File: config.mk
export PLATFORM = sky130hd
export DESIGN_NAME = bus_arbiter
export DESIGN_NICKNAME = d
export VERILOG_FILES = /design/src/rtl/bus_arb_pkg.sv /design/src/rtl/bus_arbiter_rr_pick.sv /design/src/rtl/bus_arbiter.sv
export SDC_FILE = /design/constraint.sdc
export NUM_CORES = 1
export LEC_CHECK = 0
export ABC_CLOCK_PERIOD_IN_PS = 1100
export BUFFER_PORTS_ARGS = -buffer_cell sky130_fd_sc_hd__buf_2
export CORE_MARGIN = 1.5
export CORE_UTILIZATION = 35
export DETAILED_ROUTE_END_ITERATION = 12
export SETUP_SLACK_MARGIN = 0.5
export SLEW_MARGIN = 20
export SYNTH_ARGS = -nofsm -noshare
export SYNTH_HDL_FRONTEND = slang
export SYNTH_SLANG_ARGS = --single-unit
File: constraint.sdc
create_clock -name clk -period 1.1 [get_ports clk]
set_clock_uncertainty 0.05 [all_clocks]
set_input_delay 0.22 -clock clk [delete_from_list [all_inputs] [get_ports clk]]
set_output_delay 0.22 -clock clk [all_outputs]
set_load 0.02 [all_outputs]
File: src/rtl/bus_arb_pkg.sv
// ============================================================================
// Module      : bus_arb_pkg
// Description : Shared types and constants for the memory-port bus arbiter.
// Revision    : 1.0 - initial release
// ============================================================================
`default_nettype none

package bus_arb_pkg;

    localparam int NREQ_MAX = 4;
    localparam int SEL_W    = 2;

    typedef enum logic [0:0] {
        ST_IDLE  = 1'b0,
        ST_GRANT = 1'b1
    } state_t;

endpackage

`default_nettype wire

File: src/rtl/bus_arbiter_rr_pick.sv
// ============================================================================
// Module      : rr_pick
// Description : Combinational round-robin picker; searches upward from last+1.
// Revision    : 1.0 - initial release
// ============================================================================
`default_nettype none

module rr_pick
    import bus_arb_pkg::*;
(
    input  logic [NREQ_MAX-1:0] req,
    input  logic [SEL_W-1:0]    last,
    output logic                any,
    output logic [SEL_W-1:0]    idx,
    output logic [NREQ_MAX-1:0] onehot
);

    logic [SEL_W-1:0] w_cand;

    assign any = |req;

    always_comb begin
        idx    = '0;
        w_cand = '0;
        // Walk from the farthest offset to the nearest so the nearest one after last wins.
        for (int i = NREQ_MAX; i >= 1; i--) begin
            w_cand = last + SEL_W'(i);
            if (req[w_cand]) begin
                idx = w_cand;
            end
        end
    end

    always_comb begin
        onehot = '0;
        if (any) begin
            onehot[idx] = 1'b1;
        end
    end

endmodule

`default_nettype wire

File: src/rtl/bus_arbiter.sv
// ============================================================================
// Module      : bus_arbiter
// Description : Round-robin arbiter for the single core memory port; optional
//               ack timeout enabled by defining BUS_ARB_TIMEOUT_EN.
// Revision    : 1.0 - initial release
// ============================================================================
`default_nettype none

module bus_arbiter
    import bus_arb_pkg::*;
#(
    parameter int NREQ    = 4,
    parameter int TIMEOUT = 16
)
(
    input  logic             clk,
    input  logic             reset,
    input  logic [NREQ-1:0]  req,
    input  logic             mem_ack,
    output logic [NREQ-1:0]  gnt,
    output logic [SEL_W-1:0] sel,
    output logic             mem_valid,
    output logic [NREQ-1:0]  done,
    output logic             err
);

    state_t           r_state;
    state_t           w_state_nxt;
    logic [NREQ-1:0]  r_gnt;
    logic [NREQ-1:0]  w_gnt_nxt;
    logic [SEL_W-1:0] r_sel;
    logic [SEL_W-1:0] w_sel_nxt;
    logic [SEL_W-1:0] r_last;
    logic [SEL_W-1:0] w_last_nxt;
    logic             r_mem_valid;
    logic             w_valid_nxt;

    logic                w_pick_any;
    logic [SEL_W-1:0]    w_pick_idx;
    logic [NREQ_MAX-1:0] w_pick_onehot;
    logic                w_timeout;

    rr_pick u_rr_pick (
        .req    (req),
        .last   (r_last),
        .any    (w_pick_any),
        .idx    (w_pick_idx),
        .onehot (w_pick_onehot)
    );

`ifdef BUS_ARB_TIMEOUT_EN
    localparam logic [7:0] c_TO_LAST = 8'(TIMEOUT - 1);

    logic [7:0] r_to_cnt;

    // Held at zero in IDLE, so every transaction starts counting from zero.
    always_ff @(posedge clk) begin
        if (reset) begin
            r_to_cnt <= '0;
        end else if (r_state == ST_IDLE) begin
            r_to_cnt <= '0;
        end else if (!mem_ack) begin
            r_to_cnt <= r_to_cnt + 8'd1;
        end
    end

    assign w_timeout = (r_state == ST_GRANT) && !mem_ack && (r_to_cnt == c_TO_LAST);
`else
    logic w_unused_timeout;
    assign w_unused_timeout = ^8'(TIMEOUT);
    assign w_timeout        = 1'b0;
`endif

    always_comb begin
        w_state_nxt = r_state;
        w_gnt_nxt   = r_gnt;
        w_sel_nxt   = r_sel;
        w_last_nxt  = r_last;
        w_valid_nxt = r_mem_valid;
        case (r_state)
            ST_IDLE: begin
                if (w_pick_any) begin
                    w_state_nxt = ST_GRANT;
                    w_gnt_nxt   = w_pick_onehot;
                    w_sel_nxt   = w_pick_idx;
                    w_last_nxt  = w_pick_idx;
                    w_valid_nxt = 1'b1;
                end
            end
            ST_GRANT: begin
                // req is ignored here: a started transaction always completes or aborts.
                if (mem_ack || w_timeout) begin
                    w_state_nxt = ST_IDLE;
                    w_gnt_nxt   = '0;
                    w_valid_nxt = 1'b0;
                end
            end
            default: begin
                w_state_nxt = ST_IDLE;
                w_gnt_nxt   = '0;
                w_valid_nxt = 1'b0;
            end
        endcase
    end

    always_ff @(posedge clk) begin
        if (reset) begin
            r_state     <= ST_IDLE;
            r_gnt       <= '0;
            r_sel       <= '0;
            r_last      <= SEL_W'(NREQ_MAX - 1);
            r_mem_valid <= 1'b0;
        end else begin
            r_state     <= w_state_nxt;
            r_gnt       <= w_gnt_nxt;
            r_sel       <= w_sel_nxt;
            r_last      <= w_last_nxt;
            r_mem_valid <= w_valid_nxt;
        end
    end

    assign gnt       = r_gnt;
    assign sel       = r_sel;
    assign mem_valid = r_mem_valid;
    assign done      = r_gnt & {NREQ{mem_ack | w_timeout}};
    assign err       = w_timeout;

endmodule

`default_nettype wire

* Word level (Yosys, flattened, before mapping)
Index checks and enable logic that the tools add are counted.
Cells by class: add/subtract/negate cells 3, multiply operators 0, divide/modulo/power cells 0, order comparisons 6, equal/unequal tests 2, shift operators 0, multiplexer cells 23, bitwise gates (word level) 2, reductions and logical operators 4
Operators by type and width (number):
- 2-bit by 3-bit less-than comparator with 1-bit output (second input constant) | 5
- 1-bit 2-to-1 mux | 9
- 1-bit binary-select mux with 2-bit select | 4
- 2-bit 2-to-1 mux | 4
- 4-bit 2-to-1 mux | 2
- 4-bit one-hot mux with 2 select lines | 1
- 2-bit adder (second input constant) | 2
- 4-bit bitwise AND | 1
- 1-bit one-hot mux with 2 select lines | 2
- 2-bit AND reduction | 2
- 4-bit OR reduction | 1
- 2-bit by 1-bit adder with 2-bit output (second input constant) | 1
- 1-bit demux with 2-bit select | 1
- 2-bit by 1-bit >= comparator with 1-bit output (second input constant) | 1
- 2-bit by 1-bit != test with 1-bit output (second input constant) | 1
- 2-bit != test (second input constant) | 1
- 1-bit logical AND | 1
- 1-bit NOT | 1
Storage, ports and cells: flip-flop bits (word level) 10, latch bits 0, bits in writable memories 0, bits in read-only memories 0, bits of input ports 7, word-level logic and storage cells 45, memories 0

* Longest topological paths before layout
depth in word-level cells 12, mapped depth 5

* Modules after synthesis
Synthesis repeated with hierarchy kept, for this count alone.
Second synthesis, totals: cell total of the unflattened synthesis 77, area total of the unflattened synthesis 620.6 um2
By module, submodules not included:
- bus_arbiter | times used 1, cells each 44, area an instance 401.6 um2
- rr_pick | times used 1, cells each 33, area an instance 219.0 um2

* Worst setup path before layout
Ideal clock, no wire load.
path kind flip-flop to flip-flop, start point register r_last[1], end point register r_gnt[1], in the netlist gnt[1], arrival 0.951 ns, data required time 0.929 ns, slack -0.023 ns, stages on the path, launching flop included 5, path buffers 0, period minus slack after synthesis 1.123 ns, cell sequence dfxtp_1 mux2i_1 o22a_1 o21a_2 o21ai_0
Between the ends: word-level cells in the longest chain between the ends 12, elaborated cells on any way between the ends 22, classes of those cells add/sub (3); order compare (2); mux (16); reduce/logical (1)
Ends and longest elaborated chain:
- start, declared | line bus_arbiter.sv:33 | logic [SEL_W-1:0] r_last;
- start signal, assigned | line bus_arbiter.sv:111 | r_last <= SEL_W'(NREQ_MAX - 1);
- start signal, assigned | line bus_arbiter.sv:117 | r_last <= w_last_nxt;
- 2-bit adder or 1-bit binary-select mux with 2-bit select (tied branches) | line bus_arbiter_rr_pick.sv:27, bus_arbiter_rr_pick.sv:28
- 1-bit binary-select mux with 2-bit select or 1-bit 2-to-1 mux (tied branches) | line bus_arbiter_rr_pick.sv:28 | if (req[w_cand]) begin
- 1-bit 2-to-1 mux (not written as such) or 2-bit 2-to-1 mux (tied branches) | line bus_arbiter_rr_pick.sv:28
- 2-bit 2-to-1 mux (2 in a row) | line bus_arbiter_rr_pick.sv:28
- 2-bit 2-to-1 mux (*) | line bus_arbiter_rr_pick.sv:28
- 2-bit by 3-bit less-than comparator with 1-bit output (not written as such) or 2-bit by 1-bit >= comparator with 1-bit output (tied branches) | line bus_arbiter_rr_pick.sv:37 | onehot[idx] = 1'b1;
- 1-bit logical AND (not written as such) | line bus_arbiter_rr_pick.sv:37
- 1-bit 2-to-1 mux (not written as such) | line bus_arbiter_rr_pick.sv:37
- 1-bit demux with 2-bit select (*)
- 4-bit 2-to-1 mux (*) | line bus_arbiter.sv:82 | if (w_pick_any) begin
- 4-bit one-hot mux with 2 select lines (*) | line bus_arbiter.sv:80 | case (r_state)
- end signal, assigned | line bus_arbiter.sv:115 | r_gnt <= w_gnt_nxt;
- end, declared | line bus_arbiter.sv:29 | logic [NREQ-1:0] r_gnt;
Every way passes the cells marked *; elsewhere a longest branch is shown, timed or not. The select of a mux whose other input is x is not followed. A chain may end at the register's enable or synchronous reset.

* Worst setup path after layout
start point register r_last[1], end point register r_sel[0], in the netlist sel[0]
Between the ends: word-level cells in the longest chain between the ends 6, elaborated cells on any way between the ends 15, classes of those cells add/sub (3); mux (12)
Ends and longest elaborated chain:
- 2-bit adder or 1-bit binary-select mux with 2-bit select (tied branches) | line bus_arbiter_rr_pick.sv:27, bus_arbiter_rr_pick.sv:28
- 1-bit binary-select mux with 2-bit select or 1-bit 2-to-1 mux (tied branches) | line bus_arbiter_rr_pick.sv:28
- 1-bit 2-to-1 mux (not written as such) or 2-bit 2-to-1 mux (tied branches) | line bus_arbiter_rr_pick.sv:28
- 2-bit 2-to-1 mux (2 in a row) | line bus_arbiter_rr_pick.sv:28
- 2-bit 2-to-1 mux (*) | line bus_arbiter_rr_pick.sv:28
- end signal, assigned | line bus_arbiter.sv:116 | r_sel <= w_sel_nxt;
- end, declared | line bus_arbiter.sv:31 | logic [SEL_W-1:0] r_sel;
Marked as above.

==> results.txt <==
----------------------------------------------------
[Outcome]
  Result of the run ... finished with violations
  Violated checks ... negative setup slack

[Cells and area]
  Most common cell after layout, fill and taps aside ... buf_6
  Number of diodes added for antenna fixing ... 0
  Share of post-route cells with drive strength above 1 ... around two thirds
  Number of nets in the layout ... 88
  Highest-count cells in the layout ignoring fill and taps ... buf_6 (13), dfxtp_4 (9), buf_2 (6)
  Sequential cell area ... between 200 and 250 um2
  Area of the multi-input gates ... roughly 330 um2
  Count of non-filler cells in the finished layout ... 95
  Fill cell total of the finished layout ... around 100
  Area added between synthesis and finish ... 66.32%

[Floorplanning]
  Die Y ... between 40 and 50 um
  Chip Width ... 40.29 um
  Core outline area ... approximately 0.0013 mm2
  Starting density of the core ... 37.40%
  Die area ... between 0.0015 and 0.002 mm2
  Top-Level Pins ... 19
  Standard-cell rows ... 13

[Hold path]
  Type of the tightest min-delay check ... primary input to flip-flop

[Global routing]
  Gr ovfl total ... 0
  Via count of the first global-routing pass ... around 370
  First-pass GRT wire length ... 1573 um
  Initial antenna violation count ... 0
  Maximum number of pins on one net before global-route repair ... 8
  Overall fraction of global-route tracks in use ... 15.15%

[Placed design]
  # placed instances ... just under 90
  DPL Wire Length ... 809.6 um
  Routability-driven placement congestion ratio ... 0.7577
  Port bufs ... 17

[STA]
  Worst setup slack after layout ... -0.06538 ns
  Clock period minus final worst setup slack ... roughly 1.2 ns
  Post-route fraction of the period consumed by the critical path ... 105.9%
  Final Max Tran Viols ... 0
  Number of endpoints with negative hold slack in the final report ... 0
  Final-report setup violation count ... 11
  Fmax ... ~860 MHz
  Total negative slack ... -0.4703 ns
  RSZ-0062 raised after global routing ... yes

[Yosys]
  Fraction of the yosys area taken by sequential cells ... between 40% and 50%
  Synthesized cell area ... between 400 and 500 um2
  Post-synthesis average cell area ... approximately 8.7 um2
  Post-synthesis sequential element count ... 10
  Fraction of post-synthesis cell area in the top cell type by area ... roughly two fifths
  Number of instances in the synthesized netlist ... between 50 and 60
  Nets in the synthesized netlist ... 63
  Warning count from the yosys run ... 0
  Number of unique standard cell types used by synthesis ... 23
  Largest cells by area after synthesis ... dfxtp_1 (41%), and2_1 (5.1%), nand2b_1 (5.1%), o21ai_0 (5.1%), nor4_4 (4.4%)
  Library cell occupying the most area in the post-synthesis netlist ... dfxtp_1

[Routing]
  Antenna Nets Post-Route ... 0
  Wire length per cell after detailed routing ... between 10 and 15 um
  First-iteration detailed-routing DRC count ... 14
  Post-route DRC violation count ... 0
  Vias per cell ... 4.968
  Final wirelength ... 1147 um
  Number of iterations in the first detailed-routing pass ... 4
  Number of vias in the routed layout ... 472

[Clocking]
  Clock tree root buffer cell ... clkbuf_4
  TritonCTS Buffers ... 3
  Max H-tree Level ... 1
  Buffer depth of the longest clock path ... 2
  Clock Pin Slew Worst Setup and Hold Paths ... ~0.060 ns
  Clk Latency, worst-skew pair ... 0.26 ns
  Clock tree from TritonCTS ... yes
  Clk sink count ... 10

[Critical path]
  Required time at the worst-slack endpoint ... approximately 1.2 ns
  Worst path arrival time ... roughly 1.3 ns
  Critical path class ... flip-flop to flip-flop
  CP max FO ... 7
  Worst setup SP type ... flip-flop
  Critical Path Sink Type ... flip-flop

[Power and ir drop]
  Leakage power ... 0.0003345 uW
  Power per standard cell area ... 1201 mW/mm2
  Largest vdd supply drop ... 0.8978 mV

[Run]
  MaxCap Viol Count ... 0

----------------------------------------------------
## synth_stat cells (all sizes together)
master and number:
a211oi 1, nand3 4, nand2 4, nor3 2, a21o 1, o21a 2
inv 1, nand2b 4, and2 4, conb 1, a31oi 1, nor2 3
mux2i 1, nor4 1, a21boi 2, buf 2, o22a 1, a21oi 4
o21ai 5, nand3b 1, or2 1, dfxtp 10
## final timing paths
kind	start	end	slack, ns	cells past startpoint
setup / recovery	r_last[1]$_SDFFE_PP1P_	sel[0]$_SDFFE_PP0P_	-0.07	4
hold / removal	reset	r_last[0]$_SDFFE_PP1P_	0.23	3
setup reg to reg	r_last[1]$_SDFFE_PP1P_	sel[0]$_SDFFE_PP0P_	-0.07	4
hold reg to reg	mem_valid$_SDFFE_PP0P_	mem_valid$_SDFFE_PP0P_	0.43	1
## critical path: stages, from the launching register on
cell and delay [ns]:
dfxtp_4 0.38, mux2i_1 0.19, o22a_1 0.15, o21a_2 0.20
a211oi_2 0.08
## flip-flops by register name, summed over array words and instances, names as in the netlist
signal / flops
gnt: 4
r_last: 2
sel: 2
mem_valid: 1
r_state: 1
## cell type report
| class | count | area share [%] |
|---|---|---|
| inverter | 1 | 0.4637 |
| multi-input combinational | 43 | 40.49 |
| tap | 15 | 2.318 |
| sequential | 10 | 28.90 |
| clock buffer | 3 | 2.782 |
| timing repair buffer | 22 | 24.57 |
| clock inverter | 1 | 0.4637 |
## per-stage QoR
step	hold slack, ns	total power [uW]	utilization, %	setup WS (ns)	area [um2]
after global placement	0.4051	659.4	51.06	-0.1292	664.4
after floorplan	0.2254	584.9	-	0.05111	556.8
after detailed placement	0.4102	660.2	51.06	-0.1640	664.4
after CTS	0.2082	953.9	57.79	-0.05877	752.0
final	0.2264	972.0	62.21	-0.06538	809.5
after global routing	0.2286	1034	62.21	-0.09727	809.5
## kinds of logic after synthesis
group / share of synthesized area (%)
other: 0.7705
AOI/OAI and AO/OA: 23.14
buffers and inverters: 3.854
muxes: 2.057
DFF: 41.13
and+or+nand+nor: 29.05
## per-layer routing
metal	GRT usage, %	wire length, um
met1	20.40	544
met2	20.56	527
met3	4.444	70
met4	10.00	4
met5	0	0
## repair_timing
| action | in CTS | in global routing |
|---|---|---|
| endpoints found under the setup margin | 21 | 21 |
| hold buffers | 0 | 0 |
| gates resized for setup | 23 | 14 |
| pin swaps | 3 | 4 |
| buffers inserted | 0 | 2 |
## where the power goes
| group | leakage (uW) | total [uW] | internal (uW) | switching (uW) |
|---|---|---|---|---|
| registers | 0.0000880 | 431 | 395 | 35.6 |
| clock network | 0.0000154 | 249 | 131 | 118 |
| logic | 0.000231 | 292 | 150 | 142 |
(Power assumes the default switching activity.)
